## src/rtl/iob_spi_flash_arbiter.sv

```systemverilog
// iob_spi_flash_arbiter: shares one SPI flash controller between the cache (XIP) and software ports.
// Define IOB_SPI_FLASH_ARB_TIMEOUT_EN to add the WAIT watchdog and sticky timeout_o.
module iob_spi_flash_arbiter #(
    parameter int ADDR_W          = 24,
    parameter int DATA_W          = 32,
    parameter int MAX_CACHE_BURST = 4,
    parameter int TIMEOUT_W       = 16
) (
    input  logic              clk_i,
    input  logic              arst_n_i,
    input  logic              cache_valid_i,
    input  logic [ADDR_W-1:0] cache_addr_i,
    input  logic [DATA_W-1:0] cache_cmd_i,
    input  logic [DATA_W-1:0] cache_cmdtp_i,
    output logic [DATA_W-1:0] cache_rdata_o,
    output logic              cache_ready_o,
    input  logic              sw_valid_i,
    input  logic [DATA_W-1:0] sw_addr_i,
    input  logic [DATA_W-1:0] sw_cmd_i,
    input  logic [DATA_W-1:0] sw_cmdtp_i,
    input  logic [DATA_W-1:0] sw_datain_i,
    output logic [DATA_W-1:0] sw_rdata_o,
    output logic              sw_busy_o,
    output logic              sw_done_o,
    output logic              fl_valid_o,
    output logic [DATA_W-1:0] fl_address_o,
    output logic [DATA_W-1:0] fl_command_o,
    output logic [DATA_W-1:0] fl_commandtp_o,
    output logic [DATA_W-1:0] fl_datain_o,
    input  logic [DATA_W-1:0] fl_dataout_i,
    input  logic              fl_tready_i,
    output logic              timeout_o
);

    typedef enum logic [1:0] {IDLE, ISSUE, WAIT, RESP} state_t;

    localparam int              BC_W      = 4;
    localparam logic [BC_W-1:0] BURST_MAX = BC_W'(MAX_CACHE_BURST);

    state_t            state_q;
    state_t            state_d;
    logic              owner_sw_q;
    logic              sw_pending_q;
    logic [BC_W-1:0]   burst_q;
    logic              grant_cache;
    logic              grant_sw;
    logic              capture;
    logic              tmo_hit;
    logic [DATA_W-1:0] capture_data;
    logic [DATA_W-1:0] addr_q;
    logic [DATA_W-1:0] cmd_q;
    logic [DATA_W-1:0] cmdtp_q;
    logic [DATA_W-1:0] din_q;
    logic [DATA_W-1:0] cache_rdata_q;
    logic [DATA_W-1:0] sw_rdata_q;

`ifdef IOB_SPI_FLASH_ARB_TIMEOUT_EN
    localparam logic [TIMEOUT_W-1:0] TMO_LAST = {{(TIMEOUT_W-1){1'b1}}, 1'b0};

    logic [TIMEOUT_W-1:0] tmo_q;
    logic                 tmo_flag_q;

    // Last WAIT cycle before the counter would reach all-ones.
    assign tmo_hit = (state_q == WAIT) && !fl_tready_i && (tmo_q == TMO_LAST);

    // Watchdog counts WAIT cycles; the flag is sticky until reset.
    always_ff @(posedge clk_i or negedge arst_n_i) begin
        if (!arst_n_i) begin
            tmo_q      <= '0;
            tmo_flag_q <= 1'b0;
        end else begin
            tmo_q      <= (state_q == WAIT) ? tmo_q + 1'b1 : '0;
            tmo_flag_q <= tmo_flag_q | tmo_hit;
        end
    end

    assign timeout_o = tmo_flag_q;
`else
    assign tmo_hit   = 1'b0;
    assign timeout_o = 1'b0;
`endif

    // Fixed priority to cache, unless the burst budget is spent with software waiting.
    always_comb begin
        grant_cache = 1'b0;
        grant_sw    = 1'b0;
        if (state_q == IDLE) begin
            if (cache_valid_i && (!sw_pending_q || burst_q < BURST_MAX)) begin
                grant_cache = 1'b1;
            end else if (sw_pending_q) begin
                grant_sw = 1'b1;
            end
        end
    end

    // Next-state and read-data capture decode.
    always_comb begin
        state_d      = state_q;
        capture      = 1'b0;
        capture_data = fl_dataout_i;
        unique case (state_q)
            IDLE:  if (grant_cache || grant_sw) state_d = ISSUE;
            ISSUE: state_d = WAIT;
            WAIT: begin
                if (fl_tready_i) begin
                    capture = 1'b1;
                    state_d = RESP;
                end else if (tmo_hit) begin
                    capture      = 1'b1;
                    capture_data = '1;
                    state_d      = RESP;
                end
            end
            RESP:    state_d = IDLE;
            default: state_d = IDLE;
        endcase
    end

    // State register.
    always_ff @(posedge clk_i or negedge arst_n_i) begin
        if (!arst_n_i) state_q <= IDLE;
        else           state_q <= state_d;
    end

    // Latch the winner's request; held stable until the next grant.
    always_ff @(posedge clk_i or negedge arst_n_i) begin
        if (!arst_n_i) begin
            owner_sw_q <= 1'b0;
            addr_q     <= '0;
            cmd_q      <= '0;
            cmdtp_q    <= '0;
            din_q      <= '0;
        end else if (grant_cache) begin
            owner_sw_q <= 1'b0;
            addr_q     <= DATA_W'(cache_addr_i);
            cmd_q      <= cache_cmd_i;
            cmdtp_q    <= cache_cmdtp_i;
            din_q      <= '0;
        end else if (grant_sw) begin
            owner_sw_q <= 1'b1;
            addr_q     <= sw_addr_i;
            cmd_q      <= sw_cmd_i;
            cmdtp_q    <= sw_cmdtp_i;
            din_q      <= sw_datain_i;
        end
    end

    // Route returned data to the owner's read register.
    always_ff @(posedge clk_i or negedge arst_n_i) begin
        if (!arst_n_i) begin
            cache_rdata_q <= '0;
            sw_rdata_q    <= '0;
        end else if (capture) begin
            if (owner_sw_q) sw_rdata_q    <= capture_data;
            else            cache_rdata_q <= capture_data;
        end
    end

    // Software pending flag: single slot, extra starts while busy are dropped.
    always_ff @(posedge clk_i or negedge arst_n_i) begin
        if (!arst_n_i) begin
            sw_pending_q <= 1'b0;
        end else if (state_q == RESP && owner_sw_q) begin
            sw_pending_q <= 1'b0;
        end else if (sw_valid_i) begin
            sw_pending_q <= 1'b1;
        end
    end

    // Count cache grants that jump ahead of a waiting software request.
    always_ff @(posedge clk_i or negedge arst_n_i) begin
        if (!arst_n_i) begin
            burst_q <= '0;
        end else if (!sw_pending_q || grant_sw) begin
            burst_q <= '0;
        end else if (grant_cache && burst_q < BURST_MAX) begin
            burst_q <= burst_q + 1'b1;
        end
    end

    assign fl_valid_o     = (state_q == ISSUE);
    assign fl_address_o   = addr_q;
    assign fl_command_o   = cmd_q;
    assign fl_commandtp_o = cmdtp_q;
    assign fl_datain_o    = din_q;
    assign cache_ready_o  = (state_q == RESP) && !owner_sw_q;
    assign sw_done_o      = (state_q == RESP) && owner_sw_q;
    assign cache_rdata_o  = cache_rdata_q;
    assign sw_rdata_o     = sw_rdata_q;
    assign sw_busy_o      = sw_pending_q;

endmodule

```

## config.mk

```make
export PLATFORM = sky130hd
export DESIGN_NAME = iob_spi_flash_arbiter
export DESIGN_NICKNAME = d
export VERILOG_FILES = /design/src/rtl/iob_spi_flash_arbiter.sv
export SDC_FILE = /design/constraint.sdc
export NUM_CORES = 1
export LEC_CHECK = 0
export ABC_AREA = 1
export CAP_MARGIN = 20
export CORE_AREA = 2 2 176 178
export CTS_CLUSTER_SIZE = 25
export DETAILED_ROUTE_END_ITERATION = 16
export DIE_AREA = 0 0 178 180
export DONT_BUFFER_PORTS = 1
export GPL_TIMING_DRIVEN = 0
export PLACE_DENSITY_LB_ADDON = 0.08
export SETUP_SLACK_MARGIN = 0.15
export SLEW_MARGIN = 20
export SYNTH_ARGS = -nofsm -noshare
export SYNTH_HDL_FRONTEND = slang
export SYNTH_SLANG_ARGS = --single-unit
```

## constraint.sdc

```tcl
create_clock -name clk_i -period 1.7 [get_ports clk_i]
set_input_delay 0.34 -clock clk_i [delete_from_list [all_inputs] [get_ports clk_i]]
set_output_delay 0.34 -clock clk_i [all_outputs]
set_load 0.01 [all_outputs]
```

==> results.sh <==
export IMPL_multi_input_area_sq_um=3320
export IMPL_period_needed_ns=1.63
export IMPL_avgSynthCellArea_sq_um=8.78
export IMPL_clkLatencyLatePin_ns=0.44
export IMPL_antenna_found_initial=0
export IMPL_routed_wl_um=31300
export IMPL_rows=64
export IMPL_path_clk_slew_ns=0.08
export IMPL_ys_warn_count=0
export IMPL_setup_viol=0
export IMPL_drt_iter0_drc=381
export IMPL_finalNonFillerCells=1413
export IMPL_cts_tree="done"
export IMPL_cap_viol_max_count=0
export IMPL_max_freq_ghz=0.615
export IMPL_ys_seq_elements=200
export IMPL_clockRootBuffer="clkbuf_16"
export IMPL_grt_start_max_net_pins=201
export IMPL_start_util_pct=27.5
export IMPL_wire_per_inst_um=22.2
export IMPL_ys_types=24
export IMPL_worstPathRequired_ns=2.03
export IMPL_drive_gt1_share_pct=21.8
export IMPL_num_vias=6867
export IMPL_first_pass_iters=4
export IMPL_via_per_inst=4.86
export IMPL_critPathMaxFanout=6
export IMPL_drtAntennaViolNets=0
export IMPL_cts_sinks=200
export IMPL_ir_worst_vdd_v=0.000798
export IMPL_synth_cells=945
export IMPL_period_share_pct=95.6
export IMPL_start_kind="register"
export IMPL_die_area_sq_um=32000
export IMPL_remaining_drc_errors=0
export IMPL_nFillCells=3095
export IMPL_grt_pass1_vias=6877
export IMPL_outcome="finished, violations left"
export IMPL_critPathKind="reg -> reg"
export IMPL_hold_viol=200
export IMPL_ios=450
export IMPL_crit_arrival_ns=1.96
export IMPL_worstSetupEndpointType="register"
export IMPL_drv_slew=0
export IMPL_p_leak_nw=5.29
export IMPL_power_density_nw_per_um2=2010
export IMPL_synth_nets=1203
export IMPL_worstPathCellList="inv_2, ha_4, buf_8, nand3_4, buf_12, buf_12, clkbuf_16, nand3_2, nand3_2"
export IMPL_crit_slowest_cell="dfrtp_1"
export IMPL_cp_top_family="buffers and inverters"
export IMPL_crit_start="state_q[0]"
export IMPL_clk_path_buf_depth=2
export IMPL_synthToLayoutAreaGrowth_pct=29.9
export IMPL_core_sq_um=30200
export IMPL_die_w_um=178
export IMPL_rsz0062_at_grt="yes"
export IMPL_finalPower_w=0.0217
export IMPL_holdWs_ns=-0.407
export IMPL_track_usage_pct=18.6
export IMPL_fin_worst_skew_ns=0.00916
export IMPL_gp_congestion=0.819
export IMPL_seq_area_frac_synth_pct=60.3
export IMPL_antenna_cells=0
export IMPL_detailed_place_hpwl_um=21700
export IMPL_slowest_delay_ns=0.42
export IMPL_synth_area_sq_um=8300
export IMPL_cts_buffers=17
export IMPL_nets=1262
export IMPL_io_buffers=0
export IMPL_htreeDepth=4
export IMPL_hp_class="in -> async"
export IMPL_violations="negative hold slack"
export IMPL_gr_total_overflow=0
export IMPL_grt_pass1_wl_um=44400
export IMPL_dpl_cell_count=1341
export IMPL_reg2reg_from="state_q[0]"
export IMPL_regArea_sq_um=5010
export IMPL_die_y_um=180
export IMPL_crit_buf_inv=5
logic make-up after synthesis:
group / after synthesis / share of synthesized area (%)
compound gates: 71 / 4.33
flops: 200 / 60.3
xor+xnor: 1 / 0.106
simple gates: 561 / 28.9
fa+ha+maj: 5 / 0.754
buf+inv: 106 / 5.55
other cells: 1 / 0.0452
sequential cells by signal, indices dropped and copies added, names as in the netlist, 2 cells and up:
name            flops
fl_command_o       32
fl_address_o       32
fl_datain_o        32
sw_rdata_o         32
state_q             2
cache_rdata_o      32
fl_commandtp_o     32
burst_q             4
timing repair:
item | in CTS | in global routing
gates cloned | 5 | 4
pin swaps | 1 | 25
buffers inserted | 16 | 3
hold endpoints to repair | 200 | 212
gates resized for setup | 134 | 136
setup endpoints to repair | 200 | 202
layer usage:
metal | wire length [um] | track usage, % | vias up
met4 | 612 | 5.80 | 0
met1 | 12300 | 22.5 | 3340
li1 | - | - | 3193
met2 | 15300 | 30.5 | 303
met3 | 3100 | 7.13 | 31
met5 | 0 | 0 | -
power by group:
part / switching, W / total [W] / internal [W]
combinational: 0.00413 / 0.00751 / 0.00338
sequential: 0.00296 / 0.00998 / 0.00702
clock: 0.00205 / 0.00420 / 0.00214
stage by stage:
stage / TNS [ns] / area [sq um] / setup slack (ns) / utilization, %
after floorplan: 0 / 8300 / 0.177 / -
after global placement: -41.63 / 8800 / -0.468 / 29.1
after detailed placement: -45.66 / 8800 / -0.516 / 29.1
after CTS: 0 / 10000 / 0.0626 / 33.2
after global routing: 0 / 10800 / 0.00246 / 35.7
final: 0 / 10800 / 0.0741 / 35.7
synth_stat cells, drive strengths merged:
cell | count | area share [%]
nand3 | 223 | 14
ha | 5 | 0.75
inv | 41 | 1.9
dfrtp | 200 | 60
xor2 | 1 | 0.11
nand3b | 1 | 0.090
buf | 38 | 2.5
conb | 1 | 0.045
clkbuf | 26 | 1.2
nand2 | 328 | 15
o21ai | 67 | 4.1
a21oi | 4 | 0.24
clkinv | 1 | 0.045
nand4 | 2 | 0.15
nor2 | 6 | 0.27
and3 | 1 | 0.075
worst paths after layout:
kind	end	slack, ns	cells past startpoint
setup / recovery	fl_command_o[5]	0.07	9
hold / removal	fl_commandtp_o[8]	-0.41	0
setup reg to reg	fl_command_o[5]	0.07	9
hold reg to reg	burst_q[1]	0.51	2
max in group asynchronous	sw_busy_o	1.86	0
min in group clk_i	fl_command_o[6]	0.01	2
layout make-up:
type                       instances  area share (%)
buffer                            64            5.85
clock buffer                      19            4.20
clock inverter                    13            1.23
inverter                          42            1.58
multi-input combinational        639            30.8
sequential                       200            46.4
tap                              396            4.59
timing repair buffer              40            5.34
cell usage in the layout, fill, tap and decap left out, types with 7 or more instances in the layout:
cell type / n
nand2_4: 7
buf_6: 24
dlygate4sd3_1: 12
inv_1: 37
clkbuf_16: 21
buf_8: 9
nand2_2: 14
buf_2: 11
o21ai_0: 65
buf_4: 20
nand3_1: 160
nand3_4: 7
nand3_2: 56
buf_12: 10
dfrtp_1: 199
nand2_1: 307
No activity file was read; power rests on OpenSTA's default activity.
